$ cat config.mk
export PLATFORM = sky130hd
export DESIGN_NAME = inst_cache
export DESIGN_NICKNAME = d
export VERILOG_FILES = /design/src/rtl/inst_cache_pkg.sv /design/src/rtl/cache_array.sv /design/src/rtl/inst_cache.sv
export SDC_FILE = /design/constraint.sdc
export NUM_CORES = 1
export LEC_CHECK = 0
export ABC_AREA = 1
export CORE_MARGIN = 2
export CORE_UTILIZATION = 55
export CTS_CLUSTER_SIZE = 28
export DETAILED_ROUTE_END_ITERATION = 7
export PLACE_DENSITY = 0.77
export SYNTH_ARGS = -nofsm -noshare
export SYNTH_HDL_FRONTEND = slang
export SYNTH_SLANG_ARGS = --single-unit
$ cat constraint.sdc
create_clock -name clk -period 22.5 [get_ports clk]
set_clock_uncertainty 0.2 [all_clocks]
set_input_delay 4.5 -clock clk [delete_from_list [all_inputs] [get_ports clk]]
set_output_delay 4.5 -clock clk [all_outputs]
set_load 0.05 [all_outputs]
$ cat src/rtl/inst_cache_pkg.sv
// Shared constants, FSM state type and saturating-counter helper for the
// direct-mapped instruction cache.
package inst_cache_pkg;
  localparam int WORD_SIZE = 16;
  localparam int LINE_W    = 64;
  localparam int ADDR_W    = 16;

  typedef enum logic {
    IDLE = 1'b0,
    FILL = 1'b1
  } state_t;

  function automatic logic [15:0] sat_inc(input logic [15:0] v);
    return (v == 16'hFFFF) ? v : v + 16'd1;
  endfunction
endpackage

$ cat src/rtl/cache_array.sv
// Tag, valid and line storage for the instruction cache: one write port,
// combinational read. Only the valid bits are reset.
module cache_array
  import inst_cache_pkg::*;
#(
  parameter int LINES = 4,
  parameter int IDX_W = 2,
  parameter int TAG_W = 12
) (
  input  logic              clk,
  input  logic              reset,
  input  logic              clear_i,
  input  logic              we_i,
  input  logic [IDX_W-1:0]  widx_i,
  input  logic [TAG_W-1:0]  wtag_i,
  input  logic [LINE_W-1:0] wline_i,
  input  logic [IDX_W-1:0]  ridx_i,
  output logic              rvalid_o,
  output logic [TAG_W-1:0]  rtag_o,
  output logic [LINE_W-1:0] rline_o
);
  logic [LINES-1:0]  valid_q;
  logic [LINES-1:0]  valid_d;
  logic [TAG_W-1:0]  tag_q  [LINES];
  logic [LINE_W-1:0] line_q [LINES];

  // A clear coinciding with a write wins: data lands but the line stays invalid.
  always_comb begin
    valid_d = valid_q;
    if (we_i) valid_d[widx_i] = 1'b1;
    if (clear_i) valid_d = '0;
  end

  always_ff @(posedge clk) begin
    if (reset) valid_q <= '0;
    else       valid_q <= valid_d;
  end

  always_ff @(posedge clk) begin
    if (we_i) begin
      tag_q[widx_i]  <= wtag_i;
      line_q[widx_i] <= wline_i;
    end
  end

  assign rvalid_o = valid_q[ridx_i];
  assign rtag_o   = tag_q[ridx_i];
  assign rline_o  = line_q[ridx_i];
endmodule

$ cat src/rtl/inst_cache.sv
// Direct-mapped instruction cache between the CPU fetch port and instruction
// memory: same-cycle hits, IDLE/FILL line-refill FSM, saturating hit/miss counters.
module inst_cache
  import inst_cache_pkg::*;
#(
  parameter int LINES = 4,
  parameter int WORDS = 4
) (
  input  logic              clk,
  input  logic              reset,
  input  logic              read_m1,
  input  logic [15:0]       address1,
  output logic [15:0]       data1,
  output logic              i_ready,
  input  logic              invalidate,
  output logic              mem_read,
  output logic [15:0]       mem_addr,
  input  logic              mem_ack,
  input  logic [LINE_W-1:0] mem_rdata,
  output logic [15:0]       hit_count,
  output logic [15:0]       miss_count
);
  localparam int OFF_W = $clog2(WORDS);
  localparam int IDX_W = $clog2(LINES);
  localparam int TAG_W = ADDR_W - OFF_W - IDX_W;

  logic [OFF_W-1:0]     off;
  logic [IDX_W-1:0]     idx;
  logic [TAG_W-1:0]     tag;
  logic                 rvalid;
  logic [TAG_W-1:0]     rtag;
  logic [LINE_W-1:0]    rline;
  logic [WORD_SIZE-1:0] word;
  logic                 hit;
  logic                 miss_start;
  logic                 fill_we;

  state_t      state_q;
  logic        mem_read_q;
  logic [15:0] mem_addr_q;
  logic [15:0] hit_count_q, hit_count_d;
  logic [15:0] miss_count_q, miss_count_d;

  assign off = address1[OFF_W-1:0];
  assign idx = address1[OFF_W +: IDX_W];
  assign tag = address1[ADDR_W-1 -: TAG_W];

  // The latched fill address in mem_addr_q also supplies the write index and tag.
  assign fill_we = (state_q == FILL) && mem_ack && !reset;

  cache_array #(
    .LINES (LINES),
    .IDX_W (IDX_W),
    .TAG_W (TAG_W)
  ) u_array (
    .clk      (clk),
    .reset    (reset),
    .clear_i  (invalidate),
    .we_i     (fill_we),
    .widx_i   (mem_addr_q[OFF_W +: IDX_W]),
    .wtag_i   (mem_addr_q[ADDR_W-1 -: TAG_W]),
    .wline_i  (mem_rdata),
    .ridx_i   (idx),
    .rvalid_o (rvalid),
    .rtag_o   (rtag),
    .rline_o  (rline)
  );

  always_comb begin
    word = '0;
    for (int w = 0; w < WORDS; w++) begin
      if (off == w[OFF_W-1:0]) word = rline[w*WORD_SIZE +: WORD_SIZE];
    end
  end

  assign hit        = !reset && (state_q == IDLE) && read_m1 && rvalid && (rtag == tag);
  assign miss_start = !reset && (state_q == IDLE) && read_m1 && !hit;

  assign i_ready = read_m1 ? hit : 1'b1;
  assign data1   = hit ? word : '0;

  assign hit_count_d  = hit        ? sat_inc(hit_count_q)  : hit_count_q;
  assign miss_count_d = miss_start ? sat_inc(miss_count_q) : miss_count_q;

  always_ff @(posedge clk) begin
    if (reset) begin
      state_q      <= IDLE;
      mem_read_q   <= 1'b0;
      mem_addr_q   <= '0;
      hit_count_q  <= '0;
      miss_count_q <= '0;
    end else begin
      hit_count_q  <= hit_count_d;
      miss_count_q <= miss_count_d;
      case (state_q)
        IDLE: begin
          if (miss_start) begin
            state_q    <= FILL;
            mem_read_q <= 1'b1;
            mem_addr_q <= {tag, idx, {OFF_W{1'b0}}};
          end
        end
        FILL: begin
          if (mem_ack) begin
            state_q    <= IDLE;
            mem_read_q <= 1'b0;
            mem_addr_q <= '0;
          end
        end
        default: state_q <= IDLE;
      endcase
    end
  end

  // Keep the memory port quiet for the whole reset cycle, not just after it.
  assign mem_read   = mem_read_q && !reset;
  assign mem_addr   = reset ? '0 : mem_addr_q;
  assign hit_count  = hit_count_q;
  assign miss_count = miss_count_q;
endmodule

==> results of run 1 <==
-- cell families after synthesis --
logic type | Yosys count
buf+inv | 147
simple gates | 645
compound gates | 203
flops | 356
other cells | 1
xor+xnor | 17
fa+ha+maj | 2
-- synth_stat cells (15+ instances only) --
library cell,n,area (µm²)
nand2_1,368,1381
nand4_1,29,181.4
buf_2,15,75.07
inv_1,72,270.3
a21oi_1,65,325.3
clkbuf_1,35,131.4
nor2_1,122,457.9
dfxtp_1,52,1041
o21ai_0,62,310.3
edfxtp_1,304,9129
a32oi_1,26,227.7
nor3_1,21,105.1
nand3_1,68,340.3
-- report_power, final --
part / internal [mW] / leakage (nW) / switching [mW] / total (mW)
sequential: 0.724 / 3.14 / 0.00388 / 0.728
combinational: 0.0343 / 2.60 / 0.0653 / 0.0996
clock: 0.342 / 0.565 / 0.242 / 0.584
-- layout make-up --
class | count | area, µm²
Antenna cell | 5 | 12.51
Clock inverter | 20 | 155.1
Multi-Input combinational cell | 869 | 4327
Fill cell | 1963 | 8979
Inverter | 77 | 294.0
Tap cell | 341 | 426.7
Timing Repair Buffer | 162 | 1579
Sequential cell | 356 | 10170
Clock buffer | 45 | 1008
-- flip-flops by register name (all words and copies together) (netlist names) --
| register | count |
|---|---|
| u_array.line_q | 256 |
| u_array.tag_q | 48 |
| hit_count | 16 |
| miss_count | 16 |
| mem_addr_q | 14 |
| u_array.valid_q | 4 |
| mem_read_q | 1 |
| state_q | 1 |
-- worst min-delay path by stage --
stage                            start                 end  slack (ps)  cells after the start
floorplan           u_array.valid_q[0]  u_array.valid_q[0]         240                      2
global placement    u_array.valid_q[3]  u_array.valid_q[3]         250                      2
detailed placement  u_array.valid_q[3]  u_array.valid_q[3]         260                      2
CTS                 u_array.valid_q[3]  u_array.valid_q[3]         280                      2
global route        u_array.valid_q[2]  u_array.valid_q[2]         300                      2
finish              u_array.valid_q[3]  u_array.valid_q[3]         270                      2
-- per-stage QoR --
stage          util, %  worst slack [ps]  area (µm²)
3_5_place_dp     62.32              9506       16800
5_1_grt          66.65              9247       17960
2_1_floorplan        -             10920       15140
6_report         66.69              9463       17970
4_1_cts          66.64              9510       17960
3_3_place_gp     62.32              9572       16800
-- per-layer routing --
layer  GRT usage (%)  vias up  share of wire [%]
met1           35.23     5203                 42
li1                -     5095                  -
met2           40.41      485                 47
met4           7.023        0                2.3
met3           4.651       58                8.8
met5               0        -                  0
-- worst max-delay path, cell delays in order --
cell	delay [ps]
buf_2	100
buf_4	330
inv_4	820
nand3_1	260
nand2_1	160
nand2_1	60
nand2_1	90
nand2_1	60
nor2_1	110
nand3_2	90
nor2_4	220
inv_2	250
nor3_2	330
clkdlybuf4s50_1	870
==> impl_metrics.ini, run 1 <==
[outcome]
status = finished clean

[setup_path]
reg2reg_to = u_array.line_q[3][46]
r2r_setup_slack_ps = 19440
cp_data_arrival_time_ps = 8340
worstSetupEndpoint = data1[7]
endpoint_kind = output port
cp.required_ps = 17800
path_max_fanout = 95
crit_start = address1[3]
r2r-start = mem_addr_q[2]
worst_setup_path_start_kind = input port
rr_worst_depth = 5
crit_type = in -> out

[synthesis]
synth.avg_cell_area_um2 = 11.04
synthSimpleGateAreaFrac_pct = 18.48
synth_top_family_by_area = simple AND/OR/NAND/NOR gates
synth_flop_cell = edfxtp_1
syn_area_um2 = 15140
yosysSeqAreaShare_pct = 67.19
async_flop_share_pct = 0
synth_cells = 1371
synth_compound_area_share_pct = 8.771
synth_seq_cells = 356
synthAdderAreaFrac_pct = 0.1653
synth_xor_xnor_area_share_pct = 0.9837
muxShareOfSynthArea_pct = 0
synth-edff-count = 304
yosysUniqueCellTypes = 45
yosys_warnings = 0

[global_route]
gr-total-overflow = 0
grt_pass1_vias = 10390
antenna_found_initial = 3
grt_usage_pct = 25.05
grt_max_degree = 96
grt_pass1_wl_um = 56060

[route]
drtAntennaViolNets = 0
vias = 10840
post_drt_wl_per_cell_um = 19.26
firstDrtPassIters = 6
totalWireLength_um = 36110
drt-initial-drc-count = 1176
viasPerCell = 5.782
post-route-drc-count = 0

[finish]
area_delta_synth_final_pct = 18.74
finalNonFillerCells = 1875
final_common_cell = nand2_1
drive_above_1_share_pct = 7.390
final_nets = 1590
layout_common_cells = nand2_1 (368), edfxtp_1 (304), clkdlybuf4s50_1 (146)

[clocking]
htree_num_levels = 2
numCtsBuffers = 37
clock-sinks = 356
worstSkewPairLatency_ps = 520
path_clk_slew_ps = 60
postCtsSetupBuffers = 0
clockBufferDepth = 3
post_cts_resized = 0
cts_root_buffer = clkbuf_16
cts_tree = built
postCtsHoldBufs = 0

[sta]
fin_crit_sh_pct = 57.94
hold_viol = 0
rsz0062_at_grt = no
final-setup-viol-count = 0
timing.fmax_mhz = 76.70
maxSlewHeadroom_pct = 26.81
period_needed_ps = 13040
fin_tns_setup_ps = 0
slew_viol_final = 0
hold_slack_ps = 270.6
worst_slew_pin_slew_ps = 1098

[min_path]
holdCritPathClass = reg -> reg

[die]
ioPinCount = 151
die_x_um = 169.9
initial_core_util_pct = 56.16
die_h_um = 169.9
core_um2 = 26950
num_rows = 60
die_area_um2 = 28860

[flow_run]
drv_cap = 0

[power]
p_leak_nw = 6.313
peakVddDrop_mv = 0.04419
p_total_mw = 1.411
power_density_nw_per_um2 = 78.51

[place]
place_congestion = 0.9085
place_inst = 1805
place_hpwl_um = 22240
io_buffers = 148
Power figures use the tool's default switching activity.
==> run 2, diff against run 1 <==
Settings changed: CORE_UTILIZATION 55 to 52.
Clock period 22.5 ns to 11.53 ns, I/O delays scaled along.
==> run 2 against run 1 <==
Global-route usage fell by 0.95 points. Sequential share of layout area shrank 0.32 points. Combinational power rose by 98%. Sequential power increased by 95%. Clock power grew 100%. Design area is 0.56% higher. Cell count increased by 2.2%. Register-to-register slack lost 11000 ps. Wire length grew 2.9%. Critical endpoint is now data1[6]. Highest routed layer is now met5.
==> impl_metrics.ini, run 2 (same netlist as run 1, synthesis figures left out) <==
[power]
power.internal_mw = 2.198
swShare_pct = 21.70
comb_power_share_pct = 7.0
power_density_nw_per_um2 = 155.3
peakVddDrop_mv = 0.09915
p_leak_nw = 6.337
pwr-share-clk_pct = 42.4
switchingPower_mw = 0.6091
p_total_mw = 2.807
seqPwrFrac_pct = 50.6

[die]
ioPinCount = 151
die_h_um = 174.6
die_x_um = 174.6
num_rows = 62
core_um2 = 28700
die_area_um2 = 30490
initial_core_util_pct = 52.73

[finish]
area_delta_synth_final_pct = 19.41
reg_top3 = u_array.line_q (256), u_array.tag_q (48)
drive_above_1_share_pct = 7.255
largest-register = u_array.line_q
layout_common_cells = nand2_1 (368), edfxtp_1 (304), clkdlybuf4s50_1 (146)
seq_area_um2 = 10170
multi_input_area_um2 = 4327
final_common_cell = nand2_1
n_fill_cell = 2193
final_nets = 1591
largest_reg_flops = 256

[setup_path]
cpMostUsedCell = nand2_1
r2r-start = u_array.tag_q[1][8]
cp_slowest_cell = buf_4
cp_top_family = buffers and inverters
endpoint_kind = output port
worstSetupEndpoint = data1[6]
path_cells = buf_4 > buf_4 > nand2_1 > nand3_1 > nand2_1 > nand2_1 > nand2_1 > nor2_1 > nand3b_1 > nor2_4 > inv_2 > nor3_1 > clkdlybuf4s50_1
cp_data_arrival_time_ps = 6250
path_buf_inv = 4
path_max_fanout = 107
crit_type = in -> out
path_depth = 13
crit_start = address1[2]
rr_worst_depth = 11
r2r_setup_slack_ps = 8830
worst_setup_path_start_kind = input port
slowest_delay_ps = 950
cp.required_ps = 9020
reg2reg_to = mem_addr_q[11]

[global_route]
grt_usage_pct = 24.10
grt_pass1_vias = 10330
grt_pass1_wl_um = 56890
grt_max_degree = 108
gr-total-overflow = 0
antenna_found_initial = 6

[flow_run]
drv_cap = 0

[route]
post_drt_wl_per_cell_um = 19.39
viasPerCell = 5.648
post-route-drc-count = 0
firstDrtPassIters = 5
drtAntennaViolNets = 0
drt-initial-drc-count = 1001
totalWireLength_um = 37170
vias = 10830

[sta]
timing.fmax_mhz = 114.2
final-setup-viol-count = 0
maxSlewHeadroom_pct = 25.44
period_needed_ps = 8755
hold_viol = 0
slew_viol_final = 0
fin_crit_sh_pct = 75.93
worst_slew_pin_slew_ps = 1118
fin_ws_ps = 2775
fin_tns_setup_ps = 0
rsz0062_at_grt = no

[clocking]
post_cts_resized = 0
cts_tree = built
clock-sinks = 356
clockBufferDepth = 3
path_clk_slew_ps = 60
postCtsSetupBuffers = 0
worstSkewPairLatency_ps = 520
numCtsBuffers = 37
cts_root_buffer = clkbuf_16
htree_num_levels = 2
postCtsHoldBufs = 0

[min_path]
holdCritPathClass = reg -> reg

[place]
place_congestion = 0.8926
place_hpwl_um = 23020
place_ws_ps = 2858
io_buffers = 148

[outcome]
status = finished clean
==> run 2: cell count changes in the layout (fill, tap and decap cells not counted) <==
| cell | before | now |
|---|---|---|
| bufinv_16 | 2 | 4 |
| buf_4 | 15 | 16 |
| clkinv_4 | 2 | 0 |
| clkbuf_8 | 1 | 2 |
| clkinv_2 | 4 | 1 |
| clkbuf_1 | 5 | 9 |
| clkinvlp_4 | 2 | 1 |
| diode_2 | 5 | 3 |
| clkinv_1 | 11 | 10 |
==> run 2: worst min-delay path by stage <==
stage	from	end	depth (start not counted)
after global routing	u_array.valid_q[1]	u_array.valid_q[1]	2
final	u_array.valid_q[3]	u_array.valid_q[3]	2
after CTS	u_array.valid_q[3]	u_array.valid_q[3]	2
after floorplan	u_array.valid_q[0]	u_array.valid_q[0]	2
after detailed placement	u_array.valid_q[3]	u_array.valid_q[3]	2
after global placement	u_array.valid_q[3]	u_array.valid_q[3]	2
==> run 2: power by group through the flow <==
| stage | Combinational [mW] | Clock [mW] | Sequential [mW] |
|---|---|---|---|
| after floorplan | 0.113 | 0 | 1.45 |
| after global placement | 0.190 | 0 | 1.45 |
| after detailed placement | 0.194 | 0 | 1.45 |
| after CTS | 0.196 | 1.20 | 1.42 |
| after global routing | 0.214 | 1.26 | 1.42 |
| final | 0.197 | 1.19 | 1.42 |
==> run 2: worst register-to-register path, delay by kind of cell, from the launching register on <==
| family | cells | cell delay, ps |
|---|---|---|
| AO/OA/AOI/OAI | 1 | 280 |
| flip-flops | 1 | 380 |
| AND/OR/NAND/NOR | 10 | 1760 |
==> run 2: cell type report <==
cell class                      count  area share, %
Clock buffer                       50          5.739
Timing Repair Buffer              163          8.778
Antenna cell                        3        0.04154
Clock inverter                     15         0.9484
Tap cell                          384          2.658
Multi-Input combinational cell    869          23.94
Inverter                           77          1.627
Sequential cell                   356          56.27
==> run 2: metrics by stage <==
step                util, %  hold WS (ps)  cells  cell area (µm²)
global placement      58.73         249.3   1849            16860
finish                62.97         272.9   1917            18070
detailed placement    58.73         259.0   1849            16860
floorplan                 -         240.3   1372            15140
global route          62.95         297.2   1915            18070
CTS                   62.94         272.2   1914            18070
==> run 2: per-layer routing <==
| metal | GRT usage [%] | part of all wire, % | routed length (µm) | vias up |
|---|---|---|---|---|
| met5 | 0 | 0.078 | 29 | - |
| met4 | 8.646 | 3.0 | 1128 | 4 |
| met3 | 5.026 | 8.4 | 3137 | 78 |
| met2 | 38.46 | 47 | 17550 | 459 |
| met1 | 33.03 | 41 | 15320 | 5184 |
| li1 | - | - | - | 5103 |
==> run 3, diff against run 2 <==
Clock period 11.53 ns to 7.4 ns, I/O delays scaled along.
==> run 3 against run 2 <==
Global-route usage fell by 0.36 points. Wire length shrank 2.5%. Critical endpoint is now data1[12]. Sequential power up 56%. Worst setup slack worse by 1800 ps. Worst hold slack worse by 4.7 ps. Largest power group unchanged. First-iteration DRC count grew 19%. Count of clock-buffer cells in the layout decreased by 5. Register-to-register slack worse by 4200 ps. Total power grew 51%. Flip-flop and latch count stayed put.
==> impl_metrics.ini, run 3 (same netlist as run 1, synthesis figures left out) <==
[outcome]
status = finished clean

[setup_path]
r2r-start = miss_count[6]
path_depth = 11
rr_worst_depth = 7
reg2reg_to = miss_count[0]
r2r_setup_slack_ps = 4640
path_max_fanout = 34
path_cells = buf_2 > buf_4 > nand3_1 > nand3b_1 > nand2_1 > nor2_1 > nand3b_1 > nor2_4 > inv_2 > nor3_2 > clkdlybuf4s50_1
crit_type = in -> out
worst_setup_path_start_kind = input port
cp_slowest_cell = clkdlybuf4s50_1
endpoint_kind = output port
cpMostUsedCell = nand3b_1
path_buf_inv = 4
cp.required_ps = 5720
slowest_delay_ps = 840
cp_data_arrival_time_ps = 4710
cp_top_family = buffers and inverters

[finish]
drive_above_1_share_pct = 8.018
n_fill_cell = 2220
multi_input_area_um2 = 4339
final_common_cell = nand2_1
largest_reg_flops = 256
fin_area_um2 = 18030
layout_common_cells = nand2_1 (368), edfxtp_1 (304), clkdlybuf4s50_1 (142)
final_nets = 1593
seq_area_um2 = 10170
reg_top3 = u_array.line_q (256), u_array.tag_q (48)
final_core_util_pct = 62.83
area_delta_synth_final_pct = 19.15
largest-register = u_array.line_q

[power]
p_leak_nw = 6.327
power_density_nw_per_um2 = 235.4
peakVddDrop_mv = 0.1188

[min_path]
min_delay_path_depth = 2
holdCritPathClass = reg -> reg
worstHoldStart = u_array.valid_q[2]
hold_end = u_array.valid_q[2]

[sta]
slew_viol_final = 0
hold_viol = 0
final-setup-viol-count = 0
maxSlewHeadroom_pct = 38.49
fin_tns_setup_ps = 0
rsz0062_at_grt = no
fin_crit_sh_pct = 86.29
timing.fmax_mhz = 156.6
period_needed_ps = 6386
worst_slew_pin_slew_ps = 922.6

[global_route]
gr-total-overflow = 0
grt_pass1_wl_um = 56680
antenna_found_initial = 3
grt_pass1_vias = 10460
grt_usage_pct = 23.74
grt_max_degree = 117

[clocking]
cts_tree = built
clock-sinks = 356
post_cts_resized = 0
postCtsHoldBufs = 0
htree_num_levels = 2
worstSkewPairLatency_ps = 520
postCtsSetupBuffers = 0
numCtsBuffers = 37
path_clk_slew_ps = 50
clockBufferDepth = 3
cts_root_buffer = clkbuf_16

[route]
viasPerCell = 5.619
drt-initial-drc-count = 1193
wl_met3_um = 3219
vias = 10790
routed.top_layer = met4
totalWireLength_um = 36230
post_drt_wl_per_cell_um = 18.86
met1_length_um = 14950
drtAntennaViolNets = 0
post-route-drc-count = 0
firstDrtPassIters = 5
wl_met2_um = 16860

[die]
die_h_um = 174.6
ioPinCount = 151
die_x_um = 174.6
core_um2 = 28700
die_area_um2 = 30490
num_rows = 62
initial_core_util_pct = 52.73

[place]
io_buffers = 148
place_hpwl_um = 22450
dpl_cell_area_um2 = 16890
place_congestion = 0.8853

[flow_run]
drv_cap = 0
==> run 3: cell count changes in the layout (fill, tap and decap cells not counted), sizes merged <==
cell	change
inv	+1
bufinv	-3
clkinvlp	+2
clkdlybuf4s50	-4
clkbuf	-5
clkinv	+7
buf	+6
==> run 3: worst register-to-register path: cells and delay by family (launching register included) <==
family / cells / cell delay (ps)
buffers and inverters: 1 / 120
DFF: 1 / 440
and+or+nand+nor: 6 / 1900
==> run 3: worst max-delay path by stage <==
| stage | slack, ps | from | to |
|---|---|---|---|
| 2_1_floorplan | -1160 | reset | u_array.line_q[1][0] |
| 3_3_place_gp | 1060 | address1[3] | data1[12] |
| 3_5_place_dp | 1050 | address1[3] | data1[12] |
| 4_1_cts | 1030 | address1[3] | data1[12] |
| 5_1_grt | 820 | address1[3] | data1[12] |
| 6_report | 1010 | address1[3] | data1[12] |
==> run 3: where the power goes <==
part | internal, mW | switching (mW) | leakage (nW) | total, mW
registers | 2.20 | 0.0120 | 3.14 | 2.21
clock network | 0.983 | 0.746 | 0.553 | 1.73
logic | 0.105 | 0.199 | 2.63 | 0.304
==> run 3: area by class of cell <==
class / count / area share [%]
diodes: 3 / 0.04163
repair buffers: 165 / 8.894
multi-input cells: 869 / 24.06
well taps: 384 / 2.664
clock inverters: 22 / 0.9088
flip-flops and latches: 356 / 56.39
clock buffers: 45 / 5.411
inverters: 77 / 1.630
==> run 3: routing by layer <==
metal / global-route usage (%) / vias up
met1: 31.85 / 5167
li1: - / 5105
met3: 5.461 / 78
met4: 9.549 / 0
met2: 37.80 / 444
met5: 0 / -
==> run 3: through the flow <==
stage	power, mW	std cells	setup slack [ps]	hold slack, ps
2_1_floorplan	2.432	1372	-1161	240.3
3_3_place_gp	2.548	1851	1061	249.7
3_5_place_dp	2.555	1851	1055	258.5
4_1_cts	4.266	1918	1027	272.2
5_1_grt	4.376	1919	815.4	291.2
6_report	4.245	1921	1014	268.1
